==> config.mk <==
export PLATFORM = sky130hd
export DESIGN_NAME = traffic_phase_ctrl
export DESIGN_NICKNAME = d
export VERILOG_FILES = /design/src/rtl/traffic_phase_ctrl_pkg.sv /design/src/rtl/traffic_phase_ctrl_tick_gen.sv /design/src/rtl/traffic_phase_ctrl.sv
export SDC_FILE = /design/constraint.sdc
export NUM_CORES = 1
export LEC_CHECK = 0
export CAP_MARGIN = 20
export CELL_PAD_IN_SITES_DETAIL_PLACEMENT = 0
export CELL_PAD_IN_SITES_GLOBAL_PLACEMENT = 1
export CORE_MARGIN = 2
export CORE_UTILIZATION = 25
export CTS_CLUSTER_DIAMETER = 30
export DETAILED_ROUTE_END_ITERATION = 12
export PLACE_DENSITY_LB_ADDON = 0.1
export SKIP_CTS_REPAIR_TIMING = 1
export SYNTH_ARGS = -nofsm -noshare
export SYNTH_HDL_FRONTEND = slang
export SYNTH_SLANG_ARGS = --single-unit
==> constraint.sdc <==
create_clock -name clk -period 4.03 [get_ports clk]
set_input_delay 0.806 -clock clk [delete_from_list [all_inputs] [get_ports clk]]
set_output_delay 0.806 -clock clk [all_outputs]
set_load 0.01 [all_outputs]
==> src/rtl/traffic_phase_ctrl_pkg.sv <==
// Shared phase encoding and lamp indices for the traffic controller and the
// scan display block that decodes n1/n2.
package traffic_phase_ctrl_pkg;

   typedef enum logic [2:0] {
      PH_MG    = 3'd0,
      PH_MY    = 3'd1,
      PH_SG    = 3'd2,
      PH_SY    = 3'd3,
      PH_FLASH = 3'd4,
      PH_OFF   = 3'd5
   } phase_e;

   localparam logic [2:0] LAMP_MAIN_G = 3'd0;
   localparam logic [2:0] LAMP_MAIN_Y = 3'd1;
   localparam logic [2:0] LAMP_SUB_G  = 3'd2;
   localparam logic [2:0] LAMP_SUB_Y  = 3'd3;
   localparam logic [2:0] LAMP_NONE   = 3'd5;

endpackage

==> src/rtl/traffic_phase_ctrl_tick_gen.sv <==
// Prescaler: one-cycle tick every TICK_DIV enabled clocks; clr restarts the
// count from zero and suppresses the tick.
module tick_gen #(
   parameter int TICK_DIV = 100000000
) (
   input  logic clk,
   input  logic rst,
   input  logic en,
   input  logic clr,
   output logic tick
);

   localparam int            CW   = (TICK_DIV > 1) ? $clog2(TICK_DIV) : 1;
   localparam logic [CW-1:0] LAST = CW'(TICK_DIV - 1);

   logic [CW-1:0] cnt_q, cnt_d;

   // NOTE: every output of a combinational block gets a default first, so no
   // path leaves a signal unassigned and no latch is inferred.
   always_comb begin
      cnt_d = cnt_q;
      tick  = 1'b0;
      if (clr) begin
         cnt_d = '0;
      end else if (en) begin
         if (cnt_q == LAST) begin
            cnt_d = '0;
            tick  = 1'b1;
         end else begin
            cnt_d = cnt_q + 1'b1;
         end
      end
   end

   // NOTE: state flops use non-blocking assignments only, so every flop
   // samples pre-edge values regardless of block ordering.
   always_ff @(posedge clk or posedge rst) begin
      if (rst) cnt_q <= '0;
      else     cnt_q <= cnt_d;
   end

endmodule

==> src/rtl/traffic_phase_ctrl.sv <==
// Two-road traffic-light phase controller: four-phase timed cycle with
// flashing-yellow night mode and blanked off mode, feeding the scan display.
module traffic_phase_ctrl
   import traffic_phase_ctrl_pkg::*;
#(
   parameter int TICK_DIV    = 100000000,
   parameter int MAIN_GREEN  = 30,
   parameter int MAIN_YELLOW = 3,
   parameter int SUB_GREEN   = 20,
   parameter int SUB_YELLOW  = 3
) (
   input  logic       clk,
   input  logic       rst,
   input  logic       en,
   input  logic       night,
   input  logic       off,
   output logic [6:0] main_rest_time,
   output logic [6:0] sub_rest_time,
   output logic       dis,
   output logic       non,
   output logic [2:0] n1,
   output logic [2:0] n2
);

   if (MAIN_GREEN + MAIN_YELLOW > 99 || SUB_GREEN + SUB_YELLOW > 99) begin : g_bad_time
      $error("traffic_phase_ctrl: green+yellow must not exceed 99 s");
   end
   if (TICK_DIV < 2) begin : g_bad_div
      $error("traffic_phase_ctrl: TICK_DIV must be at least 2");
   end

   localparam logic [6:0] T_MG = 7'(MAIN_GREEN);
   localparam logic [6:0] T_MY = 7'(MAIN_YELLOW);
   localparam logic [6:0] T_SG = 7'(SUB_GREEN);
   localparam logic [6:0] T_SY = 7'(SUB_YELLOW);

   phase_e     state_q, state_d;
   logic [6:0] remain_q, remain_d;
   logic       flash_q, flash_d;
   logic       tick;
   logic       pre_clr;

   tick_gen #(.TICK_DIV(TICK_DIV)) u_tick_gen (
      .clk  (clk),
      .rst  (rst),
      .en   (en),
      .clr  (pre_clr),
      .tick (tick)
   );

   always_comb begin
      state_d  = state_q;
      remain_d = remain_q;
      flash_d  = flash_q;
      pre_clr  = 1'b0;
      if (off) begin
         state_d  = PH_OFF;
         remain_d = T_MG;
         flash_d  = 1'b1;
         pre_clr  = 1'b1;
      end else if (night) begin
         if (state_q != PH_FLASH) begin
            state_d  = PH_FLASH;
            remain_d = T_MG;
            flash_d  = 1'b1;
            pre_clr  = 1'b1;
         end else if (tick) begin
            flash_d = ~flash_q;
         end
      end else if (state_q == PH_FLASH || state_q == PH_OFF) begin
         // Mode exit always restarts the cycle fresh; the old phase is lost.
         state_d  = PH_MG;
         remain_d = T_MG;
         pre_clr  = 1'b1;
      end else if (tick) begin
         if (remain_q > 7'd1) begin
            remain_d = remain_q - 7'd1;
         end else begin
            case (state_q)
               PH_MG:   begin state_d = PH_MY; remain_d = T_MY; end
               PH_MY:   begin state_d = PH_SG; remain_d = T_SG; end
               PH_SG:   begin state_d = PH_SY; remain_d = T_SY; end
               default: begin state_d = PH_MG; remain_d = T_MG; end
            endcase
         end
      end
   end

   // NOTE: the asynchronous reset covers every state flop so the cycle always
   // restarts from a known MG/full-count point, even mid-phase.
   always_ff @(posedge clk or posedge rst) begin
      if (rst) begin
         state_q  <= PH_MG;
         remain_q <= T_MG;
         flash_q  <= 1'b1;
      end else begin
         state_q  <= state_d;
         remain_q <= remain_d;
         flash_q  <= flash_d;
      end
   end

   always_comb begin
      main_rest_time = 7'd0;
      sub_rest_time  = 7'd0;
      dis            = 1'b0;
      non            = 1'b0;
      n1             = LAMP_NONE;
      n2             = LAMP_NONE;
      case (state_q)
         PH_MG: begin
            main_rest_time = remain_q;
            sub_rest_time  = remain_q + T_MY;
            n1             = LAMP_MAIN_G;
         end
         PH_MY: begin
            main_rest_time = remain_q;
            sub_rest_time  = remain_q;
            n1             = LAMP_MAIN_Y;
         end
         PH_SG: begin
            main_rest_time = remain_q + T_SY;
            sub_rest_time  = remain_q;
            n2             = LAMP_SUB_G;
         end
         PH_SY: begin
            main_rest_time = remain_q;
            sub_rest_time  = remain_q;
            n2             = LAMP_SUB_Y;
         end
         PH_FLASH: begin
            dis = 1'b1;
            if (flash_q) begin
               n1 = LAMP_MAIN_Y;
               n2 = LAMP_SUB_Y;
            end
         end
         default: non = 1'b1;
      endcase
   end

endmodule

# Word level (Yosys, flattened, before mapping)
# Index checks and enable logic that the tools add are counted.
[classes] n_addsub=3 order_cmp=1 n_eq_ne=9 n_mux=36 bitwise_logic=1 n_reduce_logical=13
[op_table] operator="$mux 27" n=3
[op_table] operator="$mux 7" n=6
[op_table] operator="$pmux 7 s2" n=2
[op_table] operator="$add 27x1->27 const B" n=1
[op_table] operator="$eq 27x27->1 const B" n=1
[op_table] operator="$mux 3" n=8
[op_table] operator="$pmux 3 s3" n=2
[op_table] operator="$mux 1" n=13
[op_table] operator="$pmux 5 s2" n=1
[op_table] operator="$add 7x2->7 const B" n=1
[op_table] operator="$gt 7x1->1 const B" n=1
[op_table] operator="$sub 7x1->7 const B" n=1
[op_table] operator="$eq 3x2->1 const B" n=2
[op_table] operator="$eq 3x3->1 const B" n=2
[op_table] operator="$pmux 2 s3" n=1
[op_table] operator="$reduce_or 3->1" n=2
[op_table] operator="$reduce_or 5->1" n=1
[op_table] operator="$ne 4x4->1 const B" n=1
[op_table] operator="$reduce_and 2->1" n=2
[op_table] operator="$reduce_bool 2->1" n=2
[op_table] operator="$reduce_bool 4->1" n=1
[op_table] operator="$eq 3x1->1 const B" n=1
[op_table] operator="$logic_not 3->1" n=1
[op_table] operator="$ne 3x1->1 const B" n=1
[op_table] operator="6 further kinds" n=6
[totals] reg_bits=38 input_bits=5 out_inout_bits=22 elab_cells=67

# Depth between registers and ports, before layout
[depth] depth_word=10 depth_mapped=7 ltp_nobuf=6

# By module
# A second synthesis with hierarchy kept.
[unflattened] hier_cells=290 hier_area_um2=2660.1
[modules_own_cells] module="tick_gen" n_inst=1 cells_per_inst=146 area_each_um2=1508.9 seq_area_each_um2=675.6
[modules_own_cells] module="traffic_phase_ctrl" n_inst=1 cells_per_inst=144 area_each_um2=1151.1 seq_area_each_um2=281.5

# Worst setup path after synthesis
# No wires, ideal clock.
[synth_timing] path_type="register -> output" start="register remain_q[0]" end="output port main_rest_time[6]" arrival_ns=1.554 t_required_ns=3.224 setup_slack_ns=1.670 stages_incl_launch_ff=8 path_buffers=1 path_cell_list="dfrtp_1 > clkbuf_1 > inv_1 > ha_1 > nor2_1 > nand4_1 > xor2_1 > nor2_1"
[synth_via] elab_chain_len=2
[synth_rtl] item="from (decl)" line_no="traffic_phase_ctrl.sv:38" rtl="logic [6:0] remain_q, remain_d;"
[synth_rtl] item="from (signal assigned)" line_no="traffic_phase_ctrl.sv:98" rtl="remain_q <= remain_d;"
[synth_rtl] item="$add 7x2->7" line_no="traffic_phase_ctrl.sv:122" rtl="main_rest_time = remain_q + T_SY;"
[synth_rtl] item="$pmux 7 s2" line_no="traffic_phase_ctrl.sv:110" rtl="case (state_q)"
[synth_rtl] item="to (decl)" line_no="traffic_phase_ctrl.sv:17" rtl="output logic [6:0] main_rest_time,"
# Every way passes these cells.

# Worst setup path in the final report
[layout_timing] start="register remain_q[0]" end="output port sub_rest_time[6]"
[layout_via] elab_chain_len=2
[layout_rtl] item="$add 7x2->7" line_no="traffic_phase_ctrl.sv:113" rtl="sub_rest_time = remain_q + T_MY;"
[layout_rtl] item="$pmux 7 s2" line_no="traffic_phase_ctrl.sv:110"
[layout_rtl] item="to (decl)" line_no="traffic_phase_ctrl.sv:18" rtl="output logic [6:0] sub_rest_time,"
# Every way passes these cells.

==> out/qor.json <==
{
  "port-buffer-count": 25,
  "min_path_cells": 2,
  "synth-edff-count": 0,
  "fin_nets": 342,
  "antenna_found_initial": 0,
  "synth.ff_latch_count": 38,
  "critical_path.max_stage_delay_ps": 540,
  "io_pins": 27,
  "tightestPinTransition_ps": 655.4,
  "cts.root.buffer_cell": "sky130_fd_sc_hd__clkbuf_8",
  "final-setup-viol-count": 0,
  "worst_max_slew_margin_expressed_relative_to_the_limit": 0.5631,
  "start_util": 0.2575,
  "post_route_minimum_period_ps": 3286,
  "pin_count_of_the_biggest_net_entering_global_routing": 39,
  "critical_path.slowest_cell": "sky130_fd_sc_hd__clkdlybuf4s50_1",
  "dp_hpwl_mm": 5.137,
  "die_w_microns": 107.3,
  "timing.final.ws_setup_ps": 744.0,
  "net_count_of_the_mapped_netlist": 323,
  "post_synth_inst_count": 315,
  "synth_top_cells_by_area": "sky130_fd_sc_hd__dfrtp_1 31%, sky130_fd_sc_hd__nor2_1 5.8%, sky130_fd_sc_hd__dfstp_2 4.9%",
  "htree_levels": 2,
  "worst_ep_required_time_ps": 3220,
  "vdd_drop_max_uv": 169.8,
  "first_global_vias": 2374,
  "whs_endpoint": "flash_q",
  "worst_r2r_endpoint": "u_tick_gen.cnt_q[16]",
  "cap_violations": 0,
  "p_switching_mw": 0.2224,
  "power_density_nw_per_um2": 264.6,
  "vias": 2416,
  "worst-r2r-setup-slack_ps": 1470,
  "worst_hold_startpoint": "flash_q",
  "rsz0062_at_grt": "false",
  "critPathLaunchType": "register",
  "clock_insertion_delay_worst_skew_ps": 290,
  "detail_route.first_pass.iterations": 4,
  "cell_chain_critical_path": "inv_1 > ha_1 > nor2_1 > nand4_1 > xor2_1 > nor2_1 > clkdlybuf4s50_1",
  "globalRouteTotalUtil": 0.1346,
  "timing.setup.critical_path_class": "reg -> out",
  "fin_setup_tns_ps": 0,
  "critical_path_arrival_ps": 2480,
  "run_status": "completed",
  "crit_path_end_kind": "primary output",
  "via_density_per_instance": 5.130,
  "cell_count_after_placement": 463,
  "num_cts_buffers": 5,
  "cell_types_with_the_highest_counts_after_synthesis": "41 x sky130_fd_sc_hd__nor2_1, 33 x sky130_fd_sc_hd__dfrtp_1, 24 x sky130_fd_sc_hd__nand2_1",
  "hold_path.class": "reg -> reg",
  "clkSinkCount": 38,
  "fin_worst_skew_ps": 11.58,
  "reg_clk_slew_reported_paths_ps": 90,
  "postRouteAntennaNets": 0,
  "slew_viol_final": 0,
  "dr.first_iter.drc_count": 91,
  "synth_flop_cell": "sky130_fd_sc_hd__dfrtp_1",
  "synth-warning-count": 0,
  "routed_wire_length_per_instance_microns": 15.55,
  "layout_worst_path_cycle_share": 0.8154,
  "synth_top_area_share": 0.3093,
  "final_layout_size_suffix_gt1_frac": 0.08955,
  "count_of_endpoints_failing_hold_in_the_final_timing_report": 0,
  "synth_top_area_cell": "sky130_fd_sc_hd__dfrtp_1",
  "finish.cell_count_without_fillers": 471,
  "synth_seq_area_share": 0.3585,
  "drc": 0,
  "layout-area-overhead-vs-synth_pct": 17.43,
  "core.rowCount": 37,
  "fmax_mhz": 304.3,
  "n_antenna_cell": 0,
  "synth_cell_types": 56,
  "intPower_mw": 0.6073,
  "power_share_of_the_clock_group": 0.382,
  "sw_frac_of_total": 0.2680,
  "synthesis.area_per_instance_sq_um": 8.476,
  "place.gp.congestion": 0.7108,
  "grt_first_pass_wirelength_mm": 12.32,
  "peak_fanout_along_the_critical_path": 8,
  "postSynth.asyncResetShare": 1.000,
  "fp.coreArea_sq_um": 10370,
  "power.leakage_nw": 1.164,
  "r2r-start": "u_tick_gen.cnt_q[12]",
  "tritoncts": "done",
  "floorplan.die.height_microns": 107.3,
  "die_outline_area_sq_um": 11520,
  "pwr-share-seq": 0.476,
  "drt_wl_total_mm": 7.324,
  "globalRouteOverflowTotal": 0,
  "synth.most_common_cell": "sky130_fd_sc_hd__nor2_1",
  "timing.critical_path.mode_cell": "sky130_fd_sc_hd__nor2_1",
  "combinationalPowerShare": 0.142,
  "dpl_worst_slack_ps": 1018,
  "cts_buffer_depth": 2,
  "worst-r2r-cell-count": 6,
  "synthesis.area_sq_um": 2670
}
## power groups by stage
stage          clock network, mW  logic (mW)  registers [mW]
4_1_cts                    0.325       0.121           0.395
6_report                   0.317       0.118           0.395
3_3_place_gp                   0       0.121           0.402
3_5_place_dp                   0       0.120           0.402
2_1_floorplan                  0      0.0770           0.394
5_1_grt                    0.343       0.132           0.396
## layout by cell type (no fill, tap or decap), types with 2 or more instances in the layout
cell type / Yosys / layout
sky130_fd_sc_hd__nand4_1: 12 / 12
sky130_fd_sc_hd__o21a_1: 4 / 4
sky130_fd_sc_hd__o31ai_1: 16 / 16
sky130_fd_sc_hd__xnor2_1: 6 / 6
sky130_fd_sc_hd__buf_4: 3 / 7
sky130_fd_sc_hd__a211o_1: 3 / 3
sky130_fd_sc_hd__o21bai_1: 2 / 2
sky130_fd_sc_hd__o311ai_1: 3 / 3
sky130_fd_sc_hd__or3_1: 10 / 10
sky130_fd_sc_hd__or4_1: 10 / 10
sky130_fd_sc_hd__a31oi_1: 3 / 3
sky130_fd_sc_hd__dfrtp_1: 33 / 33
sky130_fd_sc_hd__a21oi_1: 20 / 20
sky130_fd_sc_hd__inv_1: 10 / 10
sky130_fd_sc_hd__nand2_1: 24 / 24
sky130_fd_sc_hd__nor3_1: 8 / 8
sky130_fd_sc_hd__dfstp_2: 5 / 5
sky130_fd_sc_hd__nor2b_1: 2 / 2
sky130_fd_sc_hd__ha_1: 3 / 3
sky130_fd_sc_hd__and2_1: 2 / 2
sky130_fd_sc_hd__nor4_1: 3 / 3
sky130_fd_sc_hd__a211oi_1: 2 / 2
sky130_fd_sc_hd__xor2_1: 14 / 14
sky130_fd_sc_hd__o21ai_0: 11 / 11
sky130_fd_sc_hd__o211ai_1: 2 / 2
sky130_fd_sc_hd__clkdlybuf4s50_1: 0 / 25
sky130_fd_sc_hd__mux2i_1: 4 / 4
sky130_fd_sc_hd__nor2_1: 41 / 41
sky130_fd_sc_hd__o311ai_0: 5 / 5
sky130_fd_sc_hd__nand3_1: 9 / 9
sky130_fd_sc_hd__and3_1: 4 / 4
sky130_fd_sc_hd__nand2b_1: 2 / 2
sky130_fd_sc_hd__and4_1: 2 / 2
sky130_fd_sc_hd__clkbuf_8: 0 / 8
## critical path, delay by kind of cell (launching register included)
kind                     cells  cell delay, ps
XOR/XNOR                     1             170
AND/OR/NAND/NOR              3             480
buffers and inverters        2             680
flip-flops                   1             520
adder cells (fa/ha/maj)      1             330
## metal layers
metal | wire (microns) | share of wire | global-route usage | up-vias
met5 | 0 | 0 | 0 | -
met4 | 64 | 0.0087 | 0.02930 | 0
met3 | 189 | 0.026 | 0.02603 | 4
met2 | 3051 | 0.42 | 0.1962 | 37
met1 | 4019 | 0.55 | 0.2043 | 1174
li1 | - | - | - | 1201
## cell type report
cell class                 count  area [sq um]
sequential                    38         957.2
tap                          136         170.2
multi-input combinational    247          1558
fill                        1137          7234
timing repair buffer          32         302.8
clock buffer                   8         110.1
inverter                      10         37.54
## state kept, by name, summed over array words and instances, names as in the netlist
name	count
remain_q	7
u_tick_gen.cnt_q	27
flash_q	1
state_q	3
## how the worst max path moves through the flow
stage                            from                    to  depth (start not counted)
final                     remain_q[0]      sub_rest_time[6]                          7
after detailed placement        night  u_tick_gen.cnt_q[18]                          8
after floorplan           remain_q[0]     main_rest_time[6]                          7
after global placement          night  u_tick_gen.cnt_q[11]                          7
after global routing      remain_q[0]      sub_rest_time[6]                          7
after CTS                 remain_q[0]      sub_rest_time[6]                          7
## logic make-up after synthesis
logic type,synth area share
compound gates,0.2057
buf+inv,0.05810
mux,0.01500
other cells,0.001404
fa+ha+maj,0.01406
xor+xnor,0.06561
flops,0.3585
simple gates,0.2816
## stage by stage
step	hold slack [ps]	power [mW]	utilization	area, sq um
finish	551.2	0.8297	0.3024	3136
global route	575.5	0.8713	0.3024	3136
CTS	557.1	0.8409	0.3024	3136
detailed placement	544.6	0.5222	0.2917	3025
global placement	540.2	0.5236	0.2917	3025
floorplan	512.8	0.4709	-	2670
(Power assumes the default switching activity.)
